### src/rtl/parity_pkg.sv
// Shared types and helpers for the framed parity accumulator.
//   state_e     : frame FSM states (S_IDLE, S_ACCUM, S_HOLD)
//   PAR_EVEN/ODD: values for the ODD parameter of parity_frame_accum
//   PAR_MAX_W   : widest word word_parity() accepts; narrower words are zero-extended,
//                 which leaves the reduction XOR unchanged
//   word_parity : reduction XOR of a word
package parity_pkg;

  typedef enum logic [1:0] {
    S_IDLE,
    S_ACCUM,
    S_HOLD
  } state_e;

  localparam bit PAR_EVEN = 1'b0;
  localparam bit PAR_ODD  = 1'b1;

  localparam int unsigned PAR_MAX_W = 256;

  function automatic logic word_parity(input logic [PAR_MAX_W-1:0] data);
    return ^data;
  endfunction

endpackage

### src/rtl/parity_word.sv
// Combinational parity of a WIDTH-bit word with optional inversion.
//   data_i   [WIDTH-1:0] word to reduce (WIDTH must be <= PAR_MAX_W)
//   parity_o             XOR of all bits of data_i, inverted when INVERT=1
module parity_word
  import parity_pkg::*;
#(
  parameter int unsigned WIDTH  = 8,
  parameter bit          INVERT = 1'b0
) (
  input  logic [WIDTH-1:0] data_i,
  output logic             parity_o
);

  logic [PAR_MAX_W-1:0] data_ext;

  assign data_ext = PAR_MAX_W'(data_i);
  assign parity_o = word_parity(data_ext) ^ INVERT;

endmodule

### src/rtl/parity_frame_accum.sv
// Frame parity accumulator: XOR-accumulates per-beat parity across a frame delimited by
// in_last and presents one result (parity + saturating beat count) the cycle after the
// last beat, behind valid/ready handshakes on both sides.
//   clk, reset             single clock, synchronous active-high reset
//   in_valid/in_ready      input handshake; in_data [WIDTH-1:0], in_last
//   out_valid/out_ready    output handshake; out_parity, out_count [CNT_W-1:0]
// Optional build macro PARITY_FRAME_CHECK_EN adds sideband input in_par and output out_err
// (OR of per-beat sideband parity errors over the frame).
module parity_frame_accum
  import parity_pkg::*;
#(
  parameter int unsigned WIDTH = 8,
  parameter bit          ODD   = PAR_EVEN,
  parameter int unsigned CNT_W = 8
) (
  input  logic             clk,
  input  logic             reset,
  input  logic             in_valid,
  output logic             in_ready,
  input  logic [WIDTH-1:0] in_data,
  input  logic             in_last,
`ifdef PARITY_FRAME_CHECK_EN
  input  logic             in_par,
  output logic             out_err,
`endif
  output logic             out_valid,
  input  logic             out_ready,
  output logic             out_parity,
  output logic [CNT_W-1:0] out_count
);

  state_e           state_q;
  logic             acc_q;
  logic [CNT_W-1:0] cnt_q;
  logic             out_valid_q;
  logic             out_parity_q;
  logic [CNT_W-1:0] out_count_q;

  logic             beat_par;
  logic             accept;
  logic             fresh;
  logic             acc_nx;
  logic [CNT_W-1:0] cnt_nx;

  parity_word #(
    .WIDTH  (WIDTH),
    .INVERT (1'b0)
  ) u_beat_par (
    .data_i   (in_data),
    .parity_o (beat_par)
  );

  // Ready whenever the result register is empty or being drained this cycle.
  assign in_ready = !(out_valid_q && !out_ready);
  assign accept   = in_valid && in_ready;
  // Any beat accepted outside S_ACCUM starts a new frame.
  assign fresh    = (state_q != S_ACCUM);

  always_comb begin
    acc_nx = (fresh ? 1'b0 : acc_q) ^ beat_par;
    cnt_nx = cnt_q;
    if (fresh) begin
      cnt_nx = CNT_W'(1);
    end else if (!(&cnt_q)) begin
      cnt_nx = cnt_q + CNT_W'(1);
    end
  end

`ifdef PARITY_FRAME_CHECK_EN
  logic beat_err;
  logic err_q;
  logic err_nx;
  logic out_err_q;

  // Error when (^in_data ^ in_par) != ODD, i.e. XOR of data and sideband, inverted by ODD.
  parity_word #(
    .WIDTH  (WIDTH + 1),
    .INVERT (ODD)
  ) u_chk_par (
    .data_i   ({in_par, in_data}),
    .parity_o (beat_err)
  );

  assign err_nx  = (fresh ? 1'b0 : err_q) | beat_err;
  assign out_err = out_err_q;

  always_ff @(posedge clk) begin
    if (reset) begin
      err_q     <= 1'b0;
      out_err_q <= 1'b0;
    end else if (accept) begin
      if (in_last) begin
        err_q     <= 1'b0;
        out_err_q <= err_nx;
      end else begin
        err_q <= err_nx;
      end
    end
  end
`endif

  always_ff @(posedge clk) begin
    if (reset) begin
      state_q      <= S_IDLE;
      acc_q        <= 1'b0;
      cnt_q        <= '0;
      out_valid_q  <= 1'b0;
      out_parity_q <= 1'b0;
      out_count_q  <= '0;
    end else begin
      if (out_valid_q && out_ready) begin
        out_valid_q <= 1'b0;
        state_q     <= S_IDLE;
      end
      // An accept in S_HOLD implies out_ready, so these override the drain above.
      if (accept) begin
        if (in_last) begin
          state_q      <= S_HOLD;
          out_valid_q  <= 1'b1;
          out_parity_q <= acc_nx ^ ODD;
          out_count_q  <= cnt_nx;
          acc_q        <= 1'b0;
          cnt_q        <= '0;
        end else begin
          state_q <= S_ACCUM;
          acc_q   <= acc_nx;
          cnt_q   <= cnt_nx;
        end
      end
    end
  end

  assign out_valid  = out_valid_q;
  assign out_parity = out_parity_q;
  assign out_count  = out_count_q;

endmodule

### config.mk
export PLATFORM = sky130hd
export DESIGN_NAME = parity_frame_accum
export DESIGN_NICKNAME = d
export VERILOG_FILES = /design/src/rtl/parity_pkg.sv /design/src/rtl/parity_word.sv /design/src/rtl/parity_frame_accum.sv
export SDC_FILE = /design/constraint.sdc
export NUM_CORES = 1
export LEC_CHECK = 0
export ABC_AREA = 1
export CORE_ASPECT_RATIO = 1.75
export CORE_MARGIN = 1.5
export CORE_UTILIZATION = 35
export DETAILED_ROUTE_END_ITERATION = 8
export PLACE_DENSITY_LB_ADDON = 0.08
export SYNTH_ARGS = -nofsm -noshare
export SYNTH_HDL_FRONTEND = slang
export SYNTH_HIERARCHICAL = 1
export SYNTH_SLANG_ARGS = --single-unit
export TNS_END_PERCENT = 5
### constraint.sdc
create_clock -name clk -period 1.6 [get_ports clk]
set_input_delay 0.32 -clock clk [delete_from_list [all_inputs] [get_ports clk]]
set_output_delay 0.32 -clock clk [all_outputs]
set_load 0.01 [all_outputs]
## Word-level counts from Yosys, hierarchy flattened

Cells that the tools add are included.

| storage, ports and cells | value |
|---|---|
| output and inout bits | 11 |
| register bits | 21 |
| logic and storage cells | 29 |

| cells by class | value |
|---|---|
| add/subtract/negate cells | 1 |
| eq/ne operators | 1 |
| reduce and logical (&&, ||, !) cells | 9 |
| multiplexer cells | 11 |
| bitwise operators | 1 |

Operators by type and width:

| kind | count |
|---|---|
| 256-bit parity | 1 |
| 8-bit two-way mux | 3 |
| 8-bit by 1-bit adder with 8-bit output, second input constant | 1 |
| 8-bit AND reduction | 1 |
| 2-bit two-way mux | 3 |
| 1-bit two-way mux | 5 |
| 1-bit logical AND | 3 |
| 1-bit zero test | 2 |
| 2-bit by 1-bit != test with 1-bit output, second input constant | 1 |
| 2-bit AND reduction | 1 |
| 2-bit nonzero test | 1 |
| 1-bit bitwise XOR | 1 |

## Logic depth before layout (Yosys ltp)

| logic depth | value |
|---|---|
| word-level depth | 5 |
| gate-level depth with buffers | 10 |

## Hierarchy

Netlist, hierarchy kept.

By module, submodules not included:

| module | cells an instance | area an instance (um^2) | times used |
|---|---|---|---|
| parity_frame_accum | 142 | 1123.6 | 1 |
| parity_word | 47 | 176.4 | 1 |

## Least setup slack after synthesis

Ideal clock, no wire load.

| timing path | value |
|---|---|
| kind | reg2reg |
| from | register cnt_q[0] |
| to | register out_count_q[0] (netlist: out_count[0]) |
| stages on the path, launching flop included | 9 |
| required time | 1485 ps |
| data arrival time | 1091 ps |
| path buffers | 0 |
| slack | 394 ps |
| cells stage by stage | dfxtp_1 > ha_1 > nand3_2 > inv_2 > nand2_4 > nand2_1 > nand3_1 > nor2_1 > nor2_1 |

| between the ends | value |
|---|---|
| longest elaborated chain between the ends | 3 |
| elaborated cells between the ends (all ways) | 4 |
| classes of those cells | add/sub: 1; mux: 2; reduce/logical: 1 |

Ends and longest elaborated chain:

| element | line | source |
|---|---|---|
| start: declaration | parity_frame_accum.sv:34 | `logic [CNT_W-1:0] cnt_q;` |
| start signal: assignment | parity_frame_accum.sv:127 | `cnt_q <= cnt_nx;` |
| 8-bit by 1-bit adder with 8-bit output or 8-bit AND reduction (tied branches) | parity_frame_accum.sv:65, parity_frame_accum.sv:64 |  |
| 8-bit two-way mux (*) | parity_frame_accum.sv:64 | `end else if (!(&cnt_q)) begin` |
| 8-bit two-way mux (*) | parity_frame_accum.sv:62 | `if (fresh) begin` |
| end signal: assignment | parity_frame_accum.sv:121 | `out_count_q <= cnt_nx;` |
| end: declaration | parity_frame_accum.sv:37 | `logic [CNT_W-1:0] out_count_q;` |

Mark *: on every way between the ends. The rest lies on a longest branch, timed or not.
A chain may end at the register's enable or synchronous reset.

## Final worst setup path

| timing path | value |
|---|---|
| from | register out_valid_q (netlist: out_valid) |
| to | output port out_valid |

RTL lines:

| element | line | source |
|---|---|---|
| start: declaration | parity_frame_accum.sv:35 | `logic out_valid_q;` |
| start signal: assignment | parity_frame_accum.sv:107 | `out_valid_q <= 1'b0;` |
| start signal: assignment | parity_frame_accum.sv:112 | `out_valid_q <= 1'b0;` |
| start signal: assignment | parity_frame_accum.sv:119 | `out_valid_q <= 1'b1;` |
| end: declaration | parity_frame_accum.sv:26 | `output logic out_valid,` |

No word-level cell between the ends.

==> metrics.txt <==
global placement routability congestion 0.723; Hold Slack 0.468 ns; Placed Cells 261; fin crit share 93.8%; largest area contributor in the synthesized netlist dfxtp_1; max-slew violation count 0; Mapped Cells 189; reg2reg path depth 8; delay of the slowest cell on the worst path 0.55 ns; CP endpoint kind output pin; fin area 0.00165 mm²; leakage 0.000749 µW; fraction of registers with async set or reset after synthesis 0%; HPWL after DPL 2270 µm; WHS Path Cells 2; initial antenna violation count 0; Starting Density 36.2%; dpl ws -0.176 ns; crit path max fanout 3; # diodes 0; Fillers 371; largest net degree at the start of global routing 13; vias in the first global route 1225; layout cell share with drive strength beyond 1 16.0%; vias per cell 4.61; Final min period 1.50 ns; CTS Root Cell clkbuf_8; Post-Route Skew 0.00152 ns; Worst-path clk slew 0.08 ns; DRC violations left 0; internal power 825 µW; Flop pwr share 49.3%; Worst path slowest cell clkdlybuf4s50_1; vias post-DR 1221; Synth area leaders dfxtp_1, nand2_1, nand3_1, a21oi_1, inv_1; Distinct cells, synth 23; Final Setup Violations 0; first-pass GRT wire length 5060 µm; RSZ-0062 raised after global routing false; Die Wd 49.1 µm; Post-Route Setup TNS 0 ns; critical-path cell list clkdlybuf4s50_1; die area 0.00410 mm²; Max Freq 666 MHz; Post-CTS Setup Inserts 0; share of the synthesized area in the top cell type 32.3%; Worst Setup Start Kind register; CTS Hold Bufs 0; Slew @ Worst Pin 0.296 ns; Clock Power Share 30.8%; IO Count 24; critical path class reg -> out; Std-Cell Rows 29; Comb pwr share 19.9%; Buffers & Inverters on Critical Path 1; antenna-violating nets left 0; TritonCTS buffer count 3; Ys Warns 6; worst setup margin 0.0995 ns; H-tree Lvls 1; commonest non-fill, non-tap cell in the layout nand2_1; Post-Syn Nets 203; GRT overflow 0; area grow syn2layout 27.1%; synthesized area 0.00130 mm²; core area 0.00359 mm²; CP Data Arrival Time 1.18 ns; Die Y 83.6 µm; CP delay by family, top buffers and inverters; Synth Register Bits 21; status complete, no violations; number of max-cap violations 0; I/O Buffers 23; NetSw 301 µW; CTS Sinks 21; sequential area share after synthesis 32.3%; CTS tree built; Stages on worst setup path 1; Mean Syn Cell Area 6.88 µm²; Rel. slew slack 80.2%; highest-count cells in the layout ignoring fill and taps nand2_1, clkdlybuf4s50_1, dfxtp_1, inv_1, nand3_1; VDD IR max 0.401 mV; Post-Route WL 2770 µm; Initial DRC Count 20; CTS max path bufs 2; Clock Latency Late Sink 0.26 ns; switching share of power 26.7%; wire per inst 10.5 µm; CP required 1.28 ns; Pre-antenna DRT Iters 4; Hold Fails Final Rpt 0; pwr/cell area 681 mW/mm²; min-delay worst type reg -> reg; Primary FF master, synth dfxtp_1; Total Nets Final 234; EDFF count, synth 0; final non-filler cell total 265; Area after DPL 0.00160 mm²; Total GRT Usage 15.5%
[cell families (layout without fill, tap and decap cells)]
| family | count (synthesis) | in the layout | share of synthesized area (%) |
|---|---|---|---|
| flops | 21 | 21 | 32.3 |
| simple gates | 112 | 112 | 42.7 |
| fa+ha+maj | 1 | 1 | 0.962 |
| buf+inv | 24 | 54 | 9.82 |
| xor+xnor | 2 | 2 | 1.35 |
| compound gates | 29 | 29 | 12.8 |
[cells in the mapped netlist (3+ instances only)]
cell,count
o21ai_0,7
clkbuf_8,3
inv_2,3
dfxtp_1,21
nand3_1,14
a21oi_1,13
nor2_1,6
nand3_2,6
inv_1,17
o21ai_1,3
a21oi_2,5
nand2_1,73
[sequential cells by signal, indices dropped and copies added, names as in the netlist]
register,flops
acc_q,1
cnt_q,8
out_parity,1
out_valid,1
out_count,8
state_q,2
[area by class of cell]
cell class | instances | area [µm²] | share of cell area, %
clock buffer | 3 | 41.3 | 2.50
sequential | 21 | 420 | 25.4
multi-input combinational | 144 | 759 | 45.9
tap | 46 | 57.6 | 3.48
inverter | 20 | 75.1 | 4.54
timing repair buffer | 30 | 294 | 17.8
clock inverter | 1 | 5.00 | 0.303
[worst paths after layout]
path / start / end / slack, ns
min: acc_q / acc_q / 0.47
max reg2reg: cnt_q[0] / out_count[0] / 0.22
max: out_valid / out_valid / 0.1
min reg2reg: acc_q / acc_q / 0.47
[power groups by stage]
stage	sequential, µW	combinational (µW)	clock [µW]
after floorplan	574	119	0
after global placement	568	218	0
after detailed placement	568	224	0
after CTS	556	225	363
after global routing	559	253	384
final	556	224	346
[what timing repair did]
action / CTS / global route
gates resized for setup: 1 / 1
endpoints found under the setup margin: 1 / 1
endpoints found under the hold margin: 0 / 0
gates cloned: 0 / 0
pin swaps: 0 / 0
[routing by layer]
layer	global-route usage (%)	part of all wire, %	wire [µm]
met1	16.8	41	1140
met5	0	0	0
met2	29.1	56	1540
met4	6.23	0.87	24
met3	2.15	2.4	66
[per-stage QoR]
stage / utilization, % / total power, µW
floorplan: - / 693
global route: 46.0 / 1200
detailed placement: 44.5 / 792
finish: 46.0 / 1130
global placement: 44.5 / 786
CTS: 45.8 / 1140
Note: power is estimated with default switching activity, not from simulation.
